### src/rtl/shot_sequencer_pkg.sv
// Shared constants, index width, FSM state encoding and player ids for the shot sequencer.
package shot_sequencer_pkg;

  localparam int GRID_CELLS = 36;
  localparam int IDX_W      = 6;

  typedef enum logic [2:0] {
    S_IDLE    = 3'd0,
    S_TURN    = 3'd1,
    S_DECODE  = 3'd2,
    S_RESOLVE = 3'd3,
    S_DONE    = 3'd4
  } state_e;

  localparam logic P0 = 1'b0;
  localparam logic P1 = 1'b1;

endpackage

### src/rtl/onehot_to_index36.sv
// Combinational 36-bit target to 6-bit cell index; the highest set bit wins, onehot_ok_o flags exactly one bit set.
module onehot_to_index36
  import shot_sequencer_pkg::*;
(
  input  logic [GRID_CELLS-1:0] onehot_i,
  output logic [IDX_W-1:0]      index_o,
  output logic                  onehot_ok_o
);

  always_comb begin
    index_o = '0;
    for (int i = 0; i < GRID_CELLS; i++) begin
      if (onehot_i[i]) index_o = IDX_W'(i);
    end
  end

  // Clearing the lowest set bit leaves zero only for a single-bit vector.
  assign onehot_ok_o = (onehot_i != '0) &&
                       ((onehot_i & (onehot_i - GRID_CELLS'(1))) == '0);

endmodule

### src/rtl/shot_sequencer.sv
// Two-player battleship turn sequencer: result 2 cycles after shot acceptance, one shot in flight, shot_ready low outside TURN.
// Define ONEHOT_CHECK_EN to reject multi-hot targets; otherwise the highest set bit selects the cell.
module shot_sequencer
  import shot_sequencer_pkg::*;
#(
  parameter int GRID_CELLS  = shot_sequencer_pkg::GRID_CELLS,
  parameter int HITS_TO_WIN = 9
) (
  input  logic                  clk,
  input  logic                  rst_n,
  input  logic                  start,
  input  logic [GRID_CELLS-1:0] p0_ships,
  input  logic [GRID_CELLS-1:0] p1_ships,
  input  logic                  shot_valid,
  input  logic [GRID_CELLS-1:0] shot_target,
  output logic                  shot_ready,
  output logic                  active_player,
  output logic                  result_valid,
  output logic                  result_hit,
  output logic [IDX_W-1:0]      result_index,
  output logic                  shot_error,
  output logic [GRID_CELLS-1:0] fired0,
  output logic [GRID_CELLS-1:0] fired1,
  output logic                  game_over,
  output logic                  winner
);

  localparam logic [IDX_W-1:0] WIN_CNT = IDX_W'(HITS_TO_WIN);

  state_e                state_q;
  logic [GRID_CELLS-1:0] target_q, ships0_q, ships1_q, fired0_q, fired1_q;
  logic [IDX_W-1:0]      idx_q, hits0_q, hits1_q, result_index_q;
  logic                  shot_ready_q, active_q, result_valid_q, result_hit_q;
  logic                  shot_error_q, game_over_q, winner_q;

  logic [IDX_W-1:0]      dec_idx;
  logic                  dec_onehot;
  logic                  reject_multi;
  logic                  dec_bad_d, hit_d;
  logic [IDX_W-1:0]      cnt_d;
  logic [GRID_CELLS-1:0] fired_act, ships_opp;

  onehot_to_index36 u_dec (
    .onehot_i    (target_q),
    .index_o     (dec_idx),
    .onehot_ok_o (dec_onehot)
  );

`ifdef ONEHOT_CHECK_EN
  assign reject_multi = 1'b1;
`else
  assign reject_multi = 1'b0;
`endif

  always_comb begin
    fired_act = (active_q == P0) ? fired0_q : fired1_q;
    ships_opp = (active_q == P0) ? ships1_q : ships0_q;
    dec_bad_d = (target_q == '0) || (reject_multi && !dec_onehot) || fired_act[dec_idx];
    hit_d     = ships_opp[idx_q];
    cnt_d     = ((active_q == P0) ? hits0_q : hits1_q) + IDX_W'(hit_d);
  end

  always_ff @(posedge clk or negedge rst_n) begin
    if (!rst_n) begin
      state_q        <= S_IDLE;
      target_q       <= '0;
      ships0_q       <= '0;
      ships1_q       <= '0;
      fired0_q       <= '0;
      fired1_q       <= '0;
      idx_q          <= '0;
      hits0_q        <= '0;
      hits1_q        <= '0;
      result_index_q <= '0;
      shot_ready_q   <= 1'b0;
      active_q       <= P0;
      result_valid_q <= 1'b0;
      result_hit_q   <= 1'b0;
      shot_error_q   <= 1'b0;
      game_over_q    <= 1'b0;
      winner_q       <= P0;
    end else begin
      result_valid_q <= 1'b0;
      shot_error_q   <= 1'b0;
      case (state_q)
        S_IDLE, S_DONE: begin
          if (start) begin
            ships0_q     <= p0_ships;
            ships1_q     <= p1_ships;
            fired0_q     <= '0;
            fired1_q     <= '0;
            hits0_q      <= '0;
            hits1_q      <= '0;
            game_over_q  <= 1'b0;
            winner_q     <= P0;
            active_q     <= P0;
            shot_ready_q <= 1'b1;
            state_q      <= S_TURN;
          end
        end
        S_TURN: begin
          if (shot_valid && shot_ready_q) begin
            target_q     <= shot_target;
            shot_ready_q <= 1'b0;
            state_q      <= S_DECODE;
          end
        end
        S_DECODE: begin
          idx_q <= dec_idx;
          if (dec_bad_d) begin
            shot_error_q <= 1'b1;
            shot_ready_q <= 1'b1;
            state_q      <= S_TURN;
          end else begin
            state_q <= S_RESOLVE;
          end
        end
        S_RESOLVE: begin
          result_valid_q <= 1'b1;
          result_hit_q   <= hit_d;
          result_index_q <= idx_q;
          if (active_q == P0) begin
            fired0_q[idx_q] <= 1'b1;
            hits0_q         <= cnt_d;
          end else begin
            fired1_q[idx_q] <= 1'b1;
            hits1_q         <= cnt_d;
          end
          // The win test uses the post-increment count so the final hit ends the game immediately.
          if (cnt_d == WIN_CNT) begin
            game_over_q <= 1'b1;
            winner_q    <= active_q;
            state_q     <= S_DONE;
          end else begin
            active_q     <= (active_q == P0) ? P1 : P0;
            shot_ready_q <= 1'b1;
            state_q      <= S_TURN;
          end
        end
        default: state_q <= S_IDLE;
      endcase
    end
  end

  assign shot_ready    = shot_ready_q;
  assign active_player = active_q;
  assign result_valid  = result_valid_q;
  assign result_hit    = result_hit_q;
  assign result_index  = result_index_q;
  assign shot_error    = shot_error_q;
  assign fired0        = fired0_q;
  assign fired1        = fired1_q;
  assign game_over     = game_over_q;
  assign winner        = winner_q;

endmodule

### config.mk
export PLATFORM = sky130hd
export DESIGN_NAME = shot_sequencer
export DESIGN_NICKNAME = d
export VERILOG_FILES = /design/src/rtl/shot_sequencer_pkg.sv /design/src/rtl/onehot_to_index36.sv /design/src/rtl/shot_sequencer.sv
export SDC_FILE = /design/constraint.sdc
export NUM_CORES = 1
export LEC_CHECK = 0
export BUFFER_PORTS_ARGS = -buffer_cell sky130_fd_sc_hd__buf_2
export CAP_MARGIN = 0
export CORE_ASPECT_RATIO = 0.75
export CORE_MARGIN = 2
export CORE_UTILIZATION = 45
export CTS_BUF_LIST = sky130_fd_sc_hd__clkbuf_2
export DETAILED_ROUTE_END_ITERATION = 10
export HOLD_SLACK_MARGIN = 0.05
export PLACE_DENSITY = 0.67
export SLEW_MARGIN = 0
export SYNTH_ARGS = -nofsm -noshare
export SYNTH_HDL_FRONTEND = slang
export SYNTH_SLANG_ARGS = --single-unit
### constraint.sdc
create_clock -name clk -period 7.5 [get_ports clk]
set_input_delay 0.375 -clock clk [delete_from_list [all_inputs] [get_ports clk]]
set_output_delay 0.375 -clock clk [all_outputs]
set_load 0.02 [all_outputs]
==> reports/metrics.csv <==
stage;metric;value;unit
global_route;GR Util All Layers;0.257;
place;placed insts;1472;
outcome;status;completed;
power;Leak;6.48;nW
yosys;leading post-synthesis cells by cell area;dfrtp_1, nand2_1, mux2_2;
sta;Slew @ Worst Pin;1.13;ns
clock_network;H-tree levels;2;
yosys;count leader, synth;nand2_1;
finish;fillers;1883;
setup_path;Worst Path Max Fanout;21;
sta;fmax;245;MHz
floorplanning;Starting Density;0.456;
global_route;largest net degree at the start of global routing;88;
setup_path;Worst Path Arrival;4.74;ns
route;Final ANT Viol Nets;0;
clock_network;clk slew on worst S/H paths;0.11;ns
sta;Final Skew;0.0740;ns
clock_network;CTS tree;yes;
setup_path;WS Path Type;reg -> reg;
power;worst vdd ir;0.129;mV
floorplanning;# rows;47;
yosys;area leader, netlist;dfrtp_1;
route;DRC violations left;0;
yosys;top_reg_cell synth;dfrtp_1;
route;Via Count;9033;
setup_path;Crit path required time;8.16;ns
finish;Ant. Diodes;0;
global_route;number of global-route vias before repair;8811;
min_path;HP Class;in -> async;
finish;Final nets;1457;
yosys;proportion of netlist area held by the largest area contributor;0.536;
global_route;initial antenna violation count;0;
place;PortBufs;196;
route;Routed WL per cell;17.8;µm
clock_network;setup repair bufs after CTS;0;
yosys;syn nets;1141;
route;Via density;5.38;
yosys;Netlist cell types;68;
place;Detailed Place HPWL;19600;µm
job;number of max-cap violations;0;
sta;Final Max Tran Viols;0;
sta;setup violators final;0;
route;First DRT Iteration DRCs;650;
route;Routed WL;29900;µm
yosys;Mean Syn Cell Area;9.73;µm²
setup_path;Critical Path End Type;register;
sta;period utilisation layout;0.544;
finish;final instance area;0.0128;mm²
finish;non-filler instance count after layout;1680;
sta;Rel. slew slack;0.243;
finish;total area of sequential cells;0.00536;mm²
floorplanning;I/O pin cnt;197;
finish;area occupied by multi-input gates;0.00442;mm²
yosys;Ys Warns;0;
floorplanning;Die H;133;µm
clock_network;Clock Sinks;214;
sta;final hold vios;0;
finish;share of cells above drive strength 1;0.272;
power;power per cell area;341;mW/mm²
floorplanning;Die ar.;0.0234;mm²
route;DR pass1 iterations;7;
place;placed cell areas;0.0113;mm²
clock_network;clock latency at the later pin of the worst-skew pair;0.84;ns
yosys;post-synthesis cell count;1027;
yosys;Netlist Area Pre-Place;0.0100;mm²
clock_network;CTS Buffer Depth;3;
power;total power;0.00437;W
floorplanning;core area;0.0219;mm²
yosys;#FFs+latches synth;214;
place;Placer Congestion;0.854;
sta;RSZ-0062 raised after global routing;false;
clock_network;CTS Buf Count;52;
yosys;Post-synth ARST share;1.00;
sta;setup TNS;0;ns
yosys;Post-synth EDFFs;0;
global_route;grt total ovfl;0;
yosys;Synth top cells by count;nand2_1, dfrtp_1, nor2_1;
yosys;Seq/Total Area, Yosys;0.536;
clock_network;post_cts resized;0;
sta;minimum clock period;4.08;ns
floorplanning;DIE WIDTH;176;µm
finish;Synth-to-Final Area Change;28.3;%
setup_path;CP Launch Type;register;
global_route;global-route wire length before repair;47300;µm
clock_network;Root Driver;clkbuf_2;
## metal layers
metal / vias up / wire length [µm] / GRT usage
li1: 4190 / - / -
met1: 4410 / 13900 / 0.381
met2: 391 / 12900 / 0.373
met3: 42 / 2600 / 0.0684
met4: 0 / 480 / 0.0661
met5: - / 0 / 0
## power breakdown
part | internal, W | switching [W]
registers | 0.00151 | 0.000359
logic | 0.000727 | 0.00103
clock network | 0.000264 | 0.000484
## per-stage QoR
stage | worst slack, ns | util | hold slack [ns]
after floorplan | 3.52 | - | 0.0794
after global placement | 3.58 | 0.513 | 0.454
after detailed placement | 3.44 | 0.513 | 0.454
after CTS | 3.40 | 0.585 | 0.122
after global routing | 3.06 | 0.585 | 0.157
final | 3.42 | 0.585 | 0.158
## state kept, by name, summed over array words and instances, names as in the netlist, 3 cells and up
signal and cells:
target_q 36, state_q 3, result_index 6, idx_q 6, ships0_q 36, fired1 36
fired0 36, ships1_q 36, hits0_q 6, hits1_q 6
## layout make-up
cell class,count,area share
sequential,214,0.418
multi-input combinational,745,0.345
timing repair buffer,317,0.170
tap,294,0.0287
clock buffer,72,0.0281
clock inverter,25,0.00761
inverter,13,0.00380
## cells in the final DEF (no fill, tap or decap), drive strengths merged, types with 3 or more instances in the layout
master       Yosys  routed
a22o             4       4
o21bai           5       5
o21ai           22      22
dfrtp          214     214
a31oi            3       3
o22ai            5       5
a21o             3       3
a2111oi          4       4
o211ai           3       3
nand3           16      16
o31ai            8       8
clkbuf          45      73
a211oi           3       3
and3             3       3
or3              3       3
buf             10     205
inv             13      15
nand2b           9       9
nor2b           10      10
nand3b           3       3
mux2            50      50
mux2i           20      20
nor3            17      17
nand4            3       3
dlygate4sd3      0     111
clkinv           0      23
a21oi           85      85
nor2           115     115
or4              3       3
a221oi           5       5
nor4            10      10
nand2          278     278
and2             3       3
mux4            19      19
nor3b            4       4
## kinds of logic (layout without fill, tap and decap cells)
group | Yosys count | in the layout | synth area share
and+or+nand+nor | 483 | 483 | 0.205
DFF | 214 | 214 | 0.536
AOI/OAI and AO/OA | 167 | 167 | 0.107
muxes | 89 | 89 | 0.120
buffers and inverters | 68 | 427 | 0.0268
xor gates and xnor gates | 4 | 4 | 0.00351
adders and majority gates | 2 | 2 | 0.00250
## worst paths after layout
check                      slack (ns)    startpoint      endpoint  cells after the start
setup / recovery                 3.42      idx_q[0]    shot_ready                     15
hold / removal                   0.16         rst_n    hits0_q[5]                      2
setup reg to reg                 3.42      idx_q[0]    shot_ready                     15
hold reg to reg                  0.48   ships0_q[9]   ships0_q[9]                      2
max in group asynchronous        5.94         rst_n  ships1_q[15]                      3
min in group clk                 0.28  p1_ships[28]  ships1_q[28]                      4
## critical path: stages (launching register included)
cell,delay [ns]
dfrtp_1,0.87
nor3b_2,0.99
a222oi_1,0.15
a31oi_1,0.27
a21oi_1,0.10
o31ai_1,0.10
ha_1,0.23
ha_1,0.19
nand2_1,0.07
xor2_1,0.18
nor3_1,0.19
nand4_1,0.23
nand2_1,0.13
a21oi_1,0.07
o21bai_1,0.13
nor3_1,0.06
## what timing repair did
action	CTS	global route
endpoints found under the hold margin	187	0
setup endpoints to repair	0	0
hold buffers	111	0
Power figures use the tool's default switching activity.
